==> src/rtl/cdb_pkg.sv <==
// Shared constants and types for the common-data-bus writeback arbiter.
package cdb_pkg;

    typedef logic [1:0] src_t;

    localparam src_t SRC_ADD  = 2'd0;
    localparam src_t SRC_MULT = 2'd1;
    localparam src_t SRC_LOAD = 2'd2;
    localparam int   NUM_SRC  = 3;

    localparam int TAG_W = 8;
    localparam int VAL_W = 32;

    // (a + b) mod NUM_SRC for source indices already in range.
    function automatic src_t src_add(input src_t a, input logic [1:0] b);
        logic [2:0] s;
        s = {1'b0, a} + {1'b0, b};
        return (s >= 3'(NUM_SRC)) ? src_t'(s - 3'(NUM_SRC)) : src_t'(s);
    endfunction

endpackage

==> src/rtl/cdb_fifo.sv <==
// Per-source result FIFO: synchronous, show-ahead head, push/pop in the same cycle allowed.
module cdb_fifo #(
    parameter int DATA_W     = 40,
    parameter int FIFO_DEPTH = 2
) (
    input  logic              clk,
    input  logic              rst,
    input  logic              push,
    input  logic              pop,
    input  logic [DATA_W-1:0] data,
    output logic [DATA_W-1:0] head,
    output logic              full,
    output logic              empty
);

    localparam int CNT_W = $clog2(FIFO_DEPTH + 1);
    localparam int PTR_W = (FIFO_DEPTH > 1) ? $clog2(FIFO_DEPTH) : 1;
    localparam logic [PTR_W-1:0] PTR_LAST = PTR_W'(FIFO_DEPTH - 1);
    localparam logic [CNT_W-1:0] CNT_FULL = CNT_W'(FIFO_DEPTH);

    logic [DATA_W-1:0] mem [FIFO_DEPTH];
    logic [PTR_W-1:0]  wr_ptr;
    logic [PTR_W-1:0]  rd_ptr;
    logic [CNT_W-1:0]  count;

    function automatic logic [PTR_W-1:0] ptr_inc(input logic [PTR_W-1:0] p);
        return (p == PTR_LAST) ? '0 : p + 1'b1;
    endfunction

    assign full  = (count == CNT_FULL);
    assign empty = (count == '0);
    assign head  = mem[rd_ptr];

    always_ff @(posedge clk) begin
        if (rst) begin
            wr_ptr <= '0;
            rd_ptr <= '0;
            count  <= '0;
        end else begin
            if (push) wr_ptr <= ptr_inc(wr_ptr);
            if (pop)  rd_ptr <= ptr_inc(rd_ptr);
            case ({push, pop})
                2'b10:   count <= count + 1'b1;
                2'b01:   count <= count - 1'b1;
                default: count <= count;
            endcase
        end
    end

    // Storage carries no reset; the pointers alone define what is live.
    always_ff @(posedge clk) begin
        if (push) mem[wr_ptr] <= data;
    end

endmodule

==> src/rtl/cdb_arbiter.sv <==
// Three-source result-bus arbiter onto one registered broadcast bus.
// Optional macro CDB_LOAD_PRIORITY_EN: load FIFO always wins, add/mult round-robin.
module cdb_arbiter
    import cdb_pkg::*;
#(
    parameter int DATA_W     = 40,
    parameter int FIFO_DEPTH = 2
) (
    input  logic              clk,
    input  logic              rst,
    input  logic              add_valid,
    input  logic [DATA_W-1:0] add_data,
    output logic              add_ready,
    input  logic              mult_valid,
    input  logic [DATA_W-1:0] mult_data,
    output logic              mult_ready,
    input  logic              load_valid,
    input  logic [DATA_W-1:0] load_data,
    output logic              load_ready,
    output logic              cdb_valid,
    output logic [DATA_W-1:0] cdb_bus,
    output logic [1:0]        cdb_src,
    input  logic              cdb_ready
);

    logic [NUM_SRC-1:0] valid_v, ready_v, push_v, pop_v, full_v, empty_v, req;
    logic [DATA_W-1:0]  data_v [NUM_SRC];
    logic [DATA_W-1:0]  head_v [NUM_SRC];
    src_t               rr_ptr, grant, cand;
    logic               grant_vld, load_out;

    assign valid_v          = {load_valid, mult_valid, add_valid};
    assign data_v[SRC_ADD]  = add_data;
    assign data_v[SRC_MULT] = mult_data;
    assign data_v[SRC_LOAD] = load_data;

    // A full FIFO stays not-ready even if it pops this cycle.
    assign ready_v    = rst ? '0 : ~full_v;
    assign push_v     = valid_v & ready_v;
    assign add_ready  = ready_v[SRC_ADD];
    assign mult_ready = ready_v[SRC_MULT];
    assign load_ready = ready_v[SRC_LOAD];

    for (genvar i = 0; i < NUM_SRC; i++) begin : g_fifo
        cdb_fifo #(
            .DATA_W     (DATA_W),
            .FIFO_DEPTH (FIFO_DEPTH)
        ) u_fifo (
            .clk   (clk),
            .rst   (rst),
            .push  (push_v[i]),
            .pop   (pop_v[i]),
            .data  (data_v[i]),
            .head  (head_v[i]),
            .full  (full_v[i]),
            .empty (empty_v[i])
        );
    end

    always_comb begin
        req       = ~empty_v;
        grant_vld = 1'b0;
        grant     = rr_ptr;
        cand      = rr_ptr;
`ifdef CDB_LOAD_PRIORITY_EN
        if (req[SRC_LOAD]) begin
            grant_vld = 1'b1;
            grant     = SRC_LOAD;
        end
        req[SRC_LOAD] = 1'b0;
`endif
        for (int off = 0; off < NUM_SRC; off++) begin
            cand = src_add(rr_ptr, 2'(off));
            if (!grant_vld && req[cand]) begin
                grant_vld = 1'b1;
                grant     = cand;
            end
        end
    end

    assign load_out = !cdb_valid || cdb_ready;
    assign pop_v    = (grant_vld && load_out) ? (NUM_SRC'(1) << grant) : '0;

    always_ff @(posedge clk) begin
        if (rst) begin
            cdb_valid <= 1'b0;
            cdb_bus   <= '0;
            cdb_src   <= '0;
            rr_ptr    <= SRC_ADD;
        end else if (load_out) begin
            cdb_valid <= grant_vld;
            if (grant_vld) begin
                cdb_bus <= head_v[grant];
                cdb_src <= grant;
`ifdef CDB_LOAD_PRIORITY_EN
                if (grant != SRC_LOAD) rr_ptr <= src_add(grant, 2'd1);
`else
                rr_ptr <= src_add(grant, 2'd1);
`endif
            end
        end
    end

endmodule

==> config.mk <==
export PLATFORM = sky130hd
export DESIGN_NAME = cdb_arbiter
export DESIGN_NICKNAME = d
export VERILOG_FILES = /design/src/rtl/cdb_pkg.sv /design/src/rtl/cdb_fifo.sv /design/src/rtl/cdb_arbiter.sv
export SDC_FILE = /design/constraint.sdc
export NUM_CORES = 1
export LEC_CHECK = 0
export CAP_MARGIN = 10
export CORE_MARGIN = 5
export CORE_UTILIZATION = 54
export DETAILED_ROUTE_END_ITERATION = 10
export MAX_ROUTING_LAYER = met4
export PLACE_DENSITY_LB_ADDON = 0.1
export SKIP_LAST_GASP = 1
export SYNTH_ARGS = -nofsm -noshare
export SYNTH_HDL_FRONTEND = slang
export SYNTH_SLANG_ARGS = --single-unit
==> constraint.sdc <==
create_clock -name clk -period 4.6 [get_ports clk]
set_input_delay 0.92 -clock clk [delete_from_list [all_inputs] [get_ports clk]]
set_output_delay 0.92 -clock clk [all_outputs]
set_load 0.02 [all_outputs]
==> reports/summary.txt, run 1 <==
Setup crit start kind -> register
Vertical die dimension -> 158 um
Slowest library cell on the worst path -> ha_1
Avg Cell Area, Syn -> 16.5 um2
Data arrival time of the critical path -> 3940 ps
Yosys warnings -> 0
Number of enable flip-flop cells after synthesis -> 240
Clock latency at the later pin of the worst-skew pair -> 530 ps
Share of post-route cells with drive strength above 1 -> 9.08%
Vias -> 6887
Max Root-Sink Buffers -> 3
Gr usage total -> 22.2%
Via count of the first global-routing pass -> 7433
Number of instances in the synthesized netlist -> 712
Count of unique library cells instantiated by Yosys -> 54
Number of setup buffers added after CTS -> 0
Post-route minimum period -> 3470 ps
Required arrival time at the worst endpoint -> 5060 ps
RePlAce Congestion -> 0.985
Antenna violations before repair -> 4
Area of the core region -> 21600 um2
TritonCTS clock tree -> done
Largest net degree at the start of global routing -> 47
Worst-margin pin slew -> 1200 ps
Path class of the lowest-slack min-delay path -> reg2reg
WS Path Type -> reg2reg
Cells taking the most area after synthesis -> edfxtp_1 61%, mux2i_1 14%, dfxtp_1 10%, a221o_1 3.4%, nor4_1 2.1%
Max Cap Violations -> 0
Number of nets in the synthesized netlist -> 845
Post-CTS clock slew at the launch and capture registers of the worst setup and hold paths -> 60 ps
Setup TNS Final -> 0 ps
Final #Nets -> 1014
Chain of cells forming the critical path -> inv_1, ha_1, or2b_1, o22ai_2, or3_4, o2bb2ai_1, inv_2, ha_1, and2_1, ha_1, or3_1, a21oi_1
Maximum fanout count along the critical path -> 13
Number of placement rows -> 54
Post-Route Utilization -> 67.8%
Total Wirelength -> 27200 um
Final Hold Viols -> 0
Worst-case reg-to-reg path depth -> 12
Worst rel slew slack -> 20.1%
Dominant cell type by area after synthesis -> edfxtp_1
Unrepaired setup endpoints after global routing -> false
Sequential-to-total area share from yosys stat -> 71.5%
DIE AREA -> 24800 um2
Number of pins with negative max-slew slack in the final report -> 0
Pwr Density -> 610 nW/um2
Fin cells -> 1187
Number of remaining DRC errors -> 0
Lkg Pwr -> 0.00475 uW
Average detailed-routed wire length per instance -> 22.9 um
Placed Area -> 13700 um2
Final critical-path share of the clock period -> 75.5%
Clock root cell -> clkbuf_16
Final Setup Violations -> 0
Number of fill cells -> 1509
Cell types with the highest counts after synthesis -> 240 x edfxtp_1, 160 x mux2i_1, 60 x dfxtp_1, 40 x a221o_1, 40 x nor4_1
Global-route wire length before repair -> 40800 um
Area Growth Syn to Fin -> 24.6%
Min Hold Slack -> 498 ps
Cts-stage hold buffer count -> 0
Slowest cell delay on critical path -> 560 ps
Chip Width -> 158 um
First-pass iteration count of the detailed router -> 5
Number of buffers created by CTS -> 29
Netlist Area Pre-Place -> 11800 um2
CP endpoint kind -> register
Cell repeated most along the worst path -> ha_1
Total of flip-flops plus latches after synthesis -> 300
Number of ports placed on the die boundary -> 172
Number of H-tree branching levels -> 1
Detailed Route Iter0 Violations -> 386
Total of cells resized after clock tree synthesis -> 0
Synth async-reset ratio -> 0%
Fin Clk Skew -> 12.0 ps
Synth top area share -> 61.3%
Starting density of the core -> 54.4%
Run status -> finished, final reports clean
Most frequent cell after synthesis -> edfxtp_1
F_max -> 288 MHz
Hold path cells -> 1
Num Clock Sinks -> 300
Number of placed cells counting well taps -> 1130
DP Wirelength -> 17100 um
Peak supply drop -> 0.523 mV
Fin area -> 14700 um2
Global route overflow -> 0
Post-DRT Antenna Nets -> 0
Primary FF master, synth -> edfxtp_1
PortBufs -> 171
Vias per std cell -> 5.80
## critical path: cells and delay by family, from the launching register on
| kind | cells | cell delay [ps] |
|---|---|---|
| and+or+nand+nor | 4 | 1100 |
| AOI/OAI and AO/OA | 3 | 590 |
| DFF | 1 | 380 |
| buffers and inverters | 2 | 230 |
| adders and majority gates | 3 | 1110 |
## path summary, 6_finish.rpt
check | end | slack [ps] | start
worst max-delay path | g_fifo[1].u_fifo.count[1]$_SDFFE_PP0P_ | 1130 | rr_ptr[0]$_SDFFE_PP0P_
worst min-delay path | cdb_bus[7]$_SDFFE_PP0P_ | 500 | cdb_bus[7]$_SDFFE_PP0P_
worst max register to register | g_fifo[1].u_fifo.count[1]$_SDFFE_PP0P_ | 1130 | rr_ptr[0]$_SDFFE_PP0P_
worst min register to register | cdb_bus[7]$_SDFFE_PP0P_ | 500 | cdb_bus[7]$_SDFFE_PP0P_
## where the power goes
| part | switching (uW) | internal, uW | leakage [uW] |
|---|---|---|---|
| sequential | 235 | 3260 | 0.00270 |
| clock | 952 | 1340 | 0.000435 |
| combinational | 1870 | 1290 | 0.00162 |
| total | 3060 | 5880 | 0.00475 |
## cell families after synthesis
| logic type | Yosys count | synth area share [%] |
|---|---|---|
| flip-flops | 300 | 71.5 |
| multiplexers | 160 | 13.6 |
| AND/OR/NAND/NOR | 95 | 4.73 |
| AO/OA/AOI/OAI | 85 | 6.29 |
| buffers and inverters | 55 | 2.39 |
| XOR/XNOR | 10 | 0.745 |
| adder cells (fa/ha/maj) | 7 | 0.745 |
## layout by cell type (no fill, tap or decap), drive strengths merged, types with 2 or more instances in the layout
cell type,n
edfxtp,240
clkdlybuf4s50,170
mux2i,160
dfxtp,60
clkbuf,43
nor4,41
a221o,40
nor2,20
a21oi,19
buf,16
o21ai,8
ha,7
or3,7
inv,7
xor2,6
nand2b,6
nand2,5
diode,4
xnor2,4
clkinvlp,4
clkinv,4
nor3,3
and3,3
o32ai,3
or2,2
nand3,2
nor2b,2
bufinv,2
o22ai,2
## per-stage QoR
step	power [uW]	setup slack, ps
6_report	8940	1130
5_1_grt	9340	991
4_1_cts	8980	1190
3_5_place_dp	6680	1210
3_3_place_gp	6590	1340
2_1_floorplan	5720	698
## registers in the layout, indices dropped and copies added, names as in the netlist, named ones only
| signal | flops |
|---|---|
| g_fifo.u_fifo.mem | 240 |
| cdb_bus | 40 |
| g_fifo.u_fifo.count | 6 |
| g_fifo.u_fifo.rd_ptr | 3 |
| g_fifo.u_fifo.wr_ptr | 3 |
| cdb_src | 2 |
| rr_ptr | 2 |
| cdb_valid | 1 |
## metal layers
layer / wire [um] / share of wire [%] / GRT usage [%] / up-vias
met5: 0 / 0 / - / -
li1: - / - / - / 3175
met1: 11200 / 41 / 28.3 / 3412
met3: 1730 / 6.4 / 4.05 / 49
met2: 13600 / 50 / 37.2 / 251
met4: 625 / 2.3 / 6.06 / 0
## final cells by class
cell class,instances,area (um2),area share (%)
diodes,4,10.0,0.0683
multi-input cells,357,3110,21.2
inverters,7,26.3,0.179
repair buffers,186,1820,12.4
clock buffers,43,818,5.58
clock inverters,10,106,0.726
flip-flops and latches,300,8410,57.4
well taps,280,350,2.39
Power figures use the tool's default switching activity.
==> inputs of run 2 (changes only) <==
==> constraint.sdc (replaced) <==
create_clock -name clk -period 3.5 [get_ports clk]
set_input_delay 0.7 -clock clk [delete_from_list [all_inputs] [get_ports clk]]
set_output_delay 0.7 -clock clk [all_outputs]
set_load 0.02 [all_outputs]
==> run 2 against run 1 <==
Sequential share of layout area shrank 0.67 points. Routed wire length fell by 1.6%. Critical path depth stayed put. Via count grew 0.77%. Combinational power rose by 35%. Global-route usage decreased by 0.27 points. Flip-flop and latch count unchanged. Worst hold slack got worse by 12 ps. Largest cell class unchanged.
==> reports/summary.txt, run 2 (synthesis gave the netlist of run 1 again) <==
Clock root cell -> clkbuf_16
Number of placement rows -> 54 (unchanged)
Hold path start -> cdb_bus[4]$_SDFFE_PP0P_
Final total power -> 11900 uW (+33%)
Number of buffers created by CTS -> 31 (+6.9%)
Post-CTS clock slew at the launch and capture registers of the worst setup and hold paths -> 60 ps (about the same)
Global-route wire length before repair -> 40700 um (-0.13%)
DP Wirelength -> 17300 um (+1.2%)
Fin Clk Skew -> 17.3 ps (+5.30 ps)
Placed Area -> 13800 um2 (+0.93%)
Number of pins with negative max-slew slack in the final report -> 0 (unchanged)
Maximum fanout count along the critical path -> 10 (-3)
Launching point of the worst reg2reg path -> rr_ptr[0]$_SDFFE_PP0P_
Capture point of the worst path -> g_fifo[1].u_fifo.count[1]$_SDFFE_PP0P_
Commonest cells after routing, fill and taps aside -> 240 x edfxtp_1, 170 x clkdlybuf4s50_1, 160 x mux2i_1, 57 x dfxtp_1
TritonCTS clock tree -> done
Biggest regs -> g_fifo.u_fifo.mem (240), cdb_bus (40), g_fifo.u_fifo.count (6)
PortBufs -> 171 (unchanged)
Final #Nets -> 1023 (+0.89%)
Setup crit start kind -> register
Number of remaining DRC errors -> 0 (unchanged)
Required arrival time at the worst endpoint -> 3970 ps (-1090 ps)
Hold path cells -> 1 (unchanged)
Total Wirelength -> 26800 um (-1.6%)
Worst-case reg-to-reg path depth -> 12 (unchanged)
Number of ports placed on the die boundary -> 172 (unchanged)
Minimum setup slack among reg-to-reg paths -> 170 ps (-960 ps)
Peak supply drop -> 0.614 mV (+17%)
F_max -> 300 MHz (+4.2%)
Worst-margin pin slew -> 816 ps (-382 ps)
Cell repeated most along the worst path -> ha_1
Unrepaired setup endpoints after global routing -> false
Data arrival time of the critical path -> 3810 ps (-130 ps)
Global route overflow -> 0 (unchanged)
Max Root-Sink Buffers -> 3 (unchanged)
Share of post-route cells with drive strength above 1 -> 11.3% (+2.2 points)
DIE AREA -> 24800 um2 (unchanged)
Pwr Density -> 805 nW/um2 (+32%)
Post-route minimum period -> 3330 ps (-140 ps)
Worst rel slew slack -> 45.6% (+25 points)
Flip-flop count of the largest register after layout -> 240 (unchanged)
WS Path Type -> reg2reg
Fin area -> 14800 um2 (+1.2%)
Slowest cell delay on critical path -> 440 ps (-120 ps)
Detailed Route Iter0 Violations -> 470 (+22%)
Capturing point of the worst reg2reg path -> g_fifo[1].u_fifo.count[1]$_SDFFE_PP0P_
Chain of cells forming the critical path -> inv_1, ha_2, nor3b_1, o32a_1, a2111o_1, o2bb2ai_1, inv_2, ha_1, and2_1, ha_1, or3_1, a21oi_1
Post-DRT Antenna Nets -> 0 (unchanged)
Number of fill cells -> 1476 (-2.2%)
Max Cap Violations -> 0 (unchanged)
Vias per std cell -> 5.79 (-0.24%)
Slowest library cell on the worst path -> nor3b_1
Largest register by flop count -> g_fifo.u_fifo.mem
Run status -> finished, final reports clean
First-pass iteration count of the detailed router -> 5 (unchanged)
Via count of the first global-routing pass -> 7242 (-2.6%)
Vertical die dimension -> 158 um (unchanged)
Final Setup Violations -> 0 (unchanged)
Gr usage total -> 22.0% (-0.27 points)
Most common cell after layout, fill and taps aside -> edfxtp_1
Post-Route Utilization -> 68.6% (+0.80 points)
Setup TNS Final -> 0 ps (unchanged)
Starting density of the core -> 54.4% (unchanged)
Final Hold Viols -> 0 (unchanged)
Final critical-path share of the clock period -> 95.3% (+20 points)
Worst Setup SP -> rr_ptr[0]$_SDFFE_PP0P_
Largest net degree at the start of global routing -> 42 (-11%)
Chip Width -> 158 um (unchanged)
Clock latency at the later pin of the worst-skew pair -> 550 ps (+20 ps)
Number of setup buffers added after CTS -> 0 (unchanged)
Average detailed-routed wire length per instance -> 22.3 um (-2.6%)
Number of H-tree branching levels -> 1 (unchanged)
CP endpoint kind -> register
Lkg Pwr -> 0.00486 uW (+2.2%)
Area of the core region -> 21600 um2 (unchanged)
Vias -> 6940 (+0.77%)
Num Clock Sinks -> 300 (unchanged)
Antenna violations before repair -> 3 (-1)
Path class of the lowest-slack min-delay path -> reg2reg
RePlAce Congestion -> 0.884 (-10%)
Area Growth Syn to Fin -> 26.1%
==> run 2: stage by stage <==
step	hold slack [ps]	setup WS, ps	cells
2_1_floorplan	477	184	712
3_3_place_gp	470	293	1137
3_5_place_dp	474	158	1137
4_1_cts	492	126	1195
5_1_grt	509	21.3	1198
6_report	486	166	1199
==> run 2: how the worst min path moves through the flow <==
stage                                to
2_1_floorplan    rr_ptr[1]$_SDFFE_PP0P_
3_3_place_gp    cdb_bus[5]$_SDFFE_PP0P_
3_5_place_dp   cdb_bus[35]$_SDFFE_PP0P_
4_1_cts         cdb_bus[7]$_SDFFE_PP0P_
5_1_grt        cdb_bus[22]$_SDFFE_PP0P_
6_report        cdb_bus[4]$_SDFFE_PP0P_
==> run 2: routing by layer <==
layer / global-route usage, % / vias up / routed length [um]
li1: - / 3196 / -
met4: 5.16 / 0 / 480
met2: 35.6 / 268 / 13200
met1: 29.5 / 3423 / 11200
met3: 3.83 / 53 / 1860
met5: - / - / 0
==> run 2: area by class of cell <==
type | count | area (um2) | share of cell area [%]
flip-flops and latches | 300 | 8410 | 56.7
multi-input cells | 357 | 3110 | 21.0
repair buffers | 193 | 1950 | 13.1
clock buffers | 35 | 791 | 5.33
well taps | 280 | 350 | 2.36
clock inverters | 23 | 176 | 1.19
inverters | 7 | 26.3 | 0.177
diodes | 4 | 10.0 | 0.0675
==> run 2: critical path: cells and delay by family, from the launching register on <==
family	cells	cell delay (ps)
flops	1	340
simple gates	3	940
compound gates	4	920
fa+ha+maj	3	840
buf+inv	2	220
==> run 2: what timing repair did <==
item	4_1_cts	5_1_grt
gates resized for setup	0	1
hold buffers	0	0
setup endpoints to repair	0	1
==> run 2: report_power, final <==
part	internal (uW)	switching [uW]
logic	1770	2500
registers	4280	287
clock network	1770	1320
==> inputs of run 3 (changes only) <==
--- a/config.mk
+++ b/config.mk
@@ -6,9 +6,11 @@
 export NUM_CORES = 1
 export LEC_CHECK = 0
 export CAP_MARGIN = 10
+export CORE_ASPECT_RATIO = 1.4
 export CORE_MARGIN = 5
 export CORE_UTILIZATION = 54
 export DETAILED_ROUTE_END_ITERATION = 10
+export GPL_ROUTABILITY_DRIVEN = 0
 export MAX_ROUTING_LAYER = met4
 export PLACE_DENSITY_LB_ADDON = 0.1
 export SKIP_LAST_GASP = 1
==> run 3 against run 2 <==
Worst hold slack gained 6.6 ps. Count of clock-buffer cells in the layout rose by 7. Largest cell class unchanged. Register-to-register slack gained 40 ps. Critical endpoint unchanged. Sequential power about the same. Flip-flop and latch count stayed put.
==> reports/summary.txt, run 3 (synthesis gave the netlist of run 1 again) <==
Run status -> finished, final reports clean
Pwr Density -> 825 nW/um2 (+2.6%)
Area Growth Syn to Fin -> 27.3%
PortBufs -> 171 (unchanged)
Area of the core region -> 21700 um2 (+0.37%)
Post-route minimum period -> 3290 ps (-42.9 ps)
Commonest cells after routing, fill and taps aside -> 240 x edfxtp_1, 170 x clkdlybuf4s50_1, 160 x mux2i_1, 57 x dfxtp_1
Required arrival time at the worst endpoint -> 3960 ps (about the same)
Slowest cell delay on critical path -> 480 ps (+40 ps)
Chain of cells forming the critical path -> inv_1, ha_2, or2b_1, o22ai_2, or3_4, o2bb2ai_2, inv_2, ha_1, and2_1, ha_1, or3_1, a21oi_1
Setup crit start kind -> register
Buffering stage count on the worst path with inverters included -> 2 (unchanged)
CP endpoint kind -> register
Biggest regs -> g_fifo.u_fifo.mem (240), cdb_bus (40), g_fifo.u_fifo.count (6)
Number of placement rows -> 64 (+19%)
Number of setup buffers added after CTS -> 0 (unchanged)
Peak supply drop -> 0.600 mV (-2.2%)
Post-DRT Antenna Nets -> 0 (unchanged)
First-pass iteration count of the detailed router -> 5 (unchanged)
Lkg Pwr -> 0.00490 uW (+0.99%)
Data arrival time of the critical path -> 3760 ps (-50 ps)
Final total power -> 12400 uW (+3.6%)
Largest net degree at the start of global routing -> 41 (-2.4%)
Worst-margin pin slew -> 763 ps (-53.0 ps)
Final #Nets -> 1020 (-0.29%)
Global route overflow -> 0 (unchanged)
WS Path Type -> reg2reg
Post-Route Utilization -> 69.0% (+0.40 points)
Cell repeated most along the worst path -> ha_1
F_max -> 304 MHz (+1.3%)
DIE AREA -> 24900 um2 (+0.17%)
Num Clock Sinks -> 300 (unchanged)
Number of fill cells -> 1480 (+0.27%)
Number of remaining DRC errors -> 0 (unchanged)
Slowest library cell on the worst path -> ha_2
Final critical-path share of the clock period -> 94.0% (-1.2 points)
Vias -> 7019 (+1.1%)
Chip Width -> 135 um (-15%)
Post-CTS clock slew at the launch and capture registers of the worst setup and hold paths -> 60 ps (about the same)
Max Cap Violations -> 0 (unchanged)
Number of buffers created by CTS -> 29 (-6.5%)
Clock latency at the later pin of the worst-skew pair -> 540 ps (about the same)
Setup TNS Final -> 0 ps (unchanged)
Most common cell after layout, fill and taps aside -> edfxtp_1
Average detailed-routed wire length per instance -> 23.4 um (+4.9%)
Cts-stage hold buffer count -> 0 (unchanged)
Max Root-Sink Buffers -> 3 (unchanged)
Number of H-tree branching levels -> 1 (unchanged)
Fin Clk Skew -> 7.03 ps (-10.3 ps)
Total of cells resized after clock tree synthesis -> 0 (unchanged)
Antenna violations before repair -> 2 (-1)
Share of post-route cells with drive strength above 1 -> 11.2% (-0.048 points)
TritonCTS clock tree -> done
Vertical die dimension -> 185 um (+17%)
Crit path max-delay family -> simple AND/OR/NAND/NOR gates
Largest register by flop count -> g_fifo.u_fifo.mem
Number of pins with negative max-slew slack in the final report -> 0 (unchanged)
Total Wirelength -> 28300 um (+5.7%)
Flip-flop count of the largest register after layout -> 240 (unchanged)
Via count of the first global-routing pass -> 7714 (+6.5%)
Maximum fanout count along the critical path -> 13 (+3)
Worst rel slew slack -> 49.2% (+3.5 points)
Gr usage total -> 23.4% (+1.4 points)
Detailed Route Iter0 Violations -> 649 (+38%)
Starting density of the core -> 54.2% (-0.20 points)
Clock root cell -> clkbuf_16
Vias per std cell -> 5.81 (+0.30%)
Path class of the lowest-slack min-delay path -> reg2reg
Final Setup Violations -> 0 (unchanged)
Unrepaired setup endpoints after global routing -> false
Final Hold Viols -> 0 (unchanged)
Number of ports placed on the die boundary -> 172 (unchanged)
Global-route wire length before repair -> 43000 um (+5.7%)
DP Wirelength -> 18100 um (+4.7%)
==> run 3: changes by cell type in the layout (fill, tap and decap cells not counted), moves of 2 or more <==
| cell | before | now |
|---|---|---|
| clkbuf_16 | 31 | 29 |
| clkbuf_8 | 0 | 11 |
| clkbuf_1 | 4 | 2 |
| bufinv_16 | 2 | 5 |
| diode_2 | 4 | 2 |
| buf_4 | 16 | 13 |
| clkinv_2 | 16 | 4 |
| clkinvlp_4 | 2 | 0 |
==> run 3: routing by layer <==
metal | share of wire, % | global-route usage [%] | vias to the layer above
met5 | 0 | - | -
met4 | 2.8 | 7.58 | 0
met3 | 5.8 | 3.77 | 54
met2 | 53 | 40.8 | 256
met1 | 38 | 27.7 | 3521
li1 | - | - | 3188
==> run 3: final timing paths <==
| kind | from | end | slack [ps] | cells past startpoint |
|---|---|---|---|---|
| worst min-delay path | cdb_bus[9]$_SDFFE_PP0P_ | cdb_bus[9]$_SDFFE_PP0P_ | 490 | 1 |
| worst min register to register | cdb_bus[9]$_SDFFE_PP0P_ | cdb_bus[9]$_SDFFE_PP0P_ | 490 | 1 |
| worst max register to register | rr_ptr[0]$_SDFFE_PP0P_ | g_fifo[1].u_fifo.count[1]$_SDFFE_PP0P_ | 210 | 12 |
| worst max-delay path | rr_ptr[0]$_SDFFE_PP0P_ | g_fifo[1].u_fifo.count[1]$_SDFFE_PP0P_ | 210 | 12 |
==> run 3: power by group <==
part           internal (uW)  total, uW  switching (uW)  leakage, uW
clock                   2120       3400            1280     0.000535
combinational           1810       4400            2590      0.00167
sequential              4280       4560             279      0.00270
==> run 3: metrics by stage <==
stage	instances	worst slack [ps]	cell area, um2	hold WS [ps]
after global placement	1153	301	13900	473
after global routing	1209	76.3	15000	504
after floorplan	712	184	11800	477
final	1209	209	15000	493
after CTS	1207	19.8	14900	494
after detailed placement	1153	56.5	13900	479
==> run 3: layout make-up <==
class                           instances  area [um2]  area share (%)
Inverter                                7        26.3           0.176
Sequential cell                       300        8410            56.2
Multi-Input combinational cell        357        3120            20.9
Antenna cell                            2        5.00          0.0334
Clock inverter                         12         191            1.28
Timing Repair Buffer                  192        1960            13.1
Clock buffer                           42         885            5.91
Tap cell                              297         372            2.48
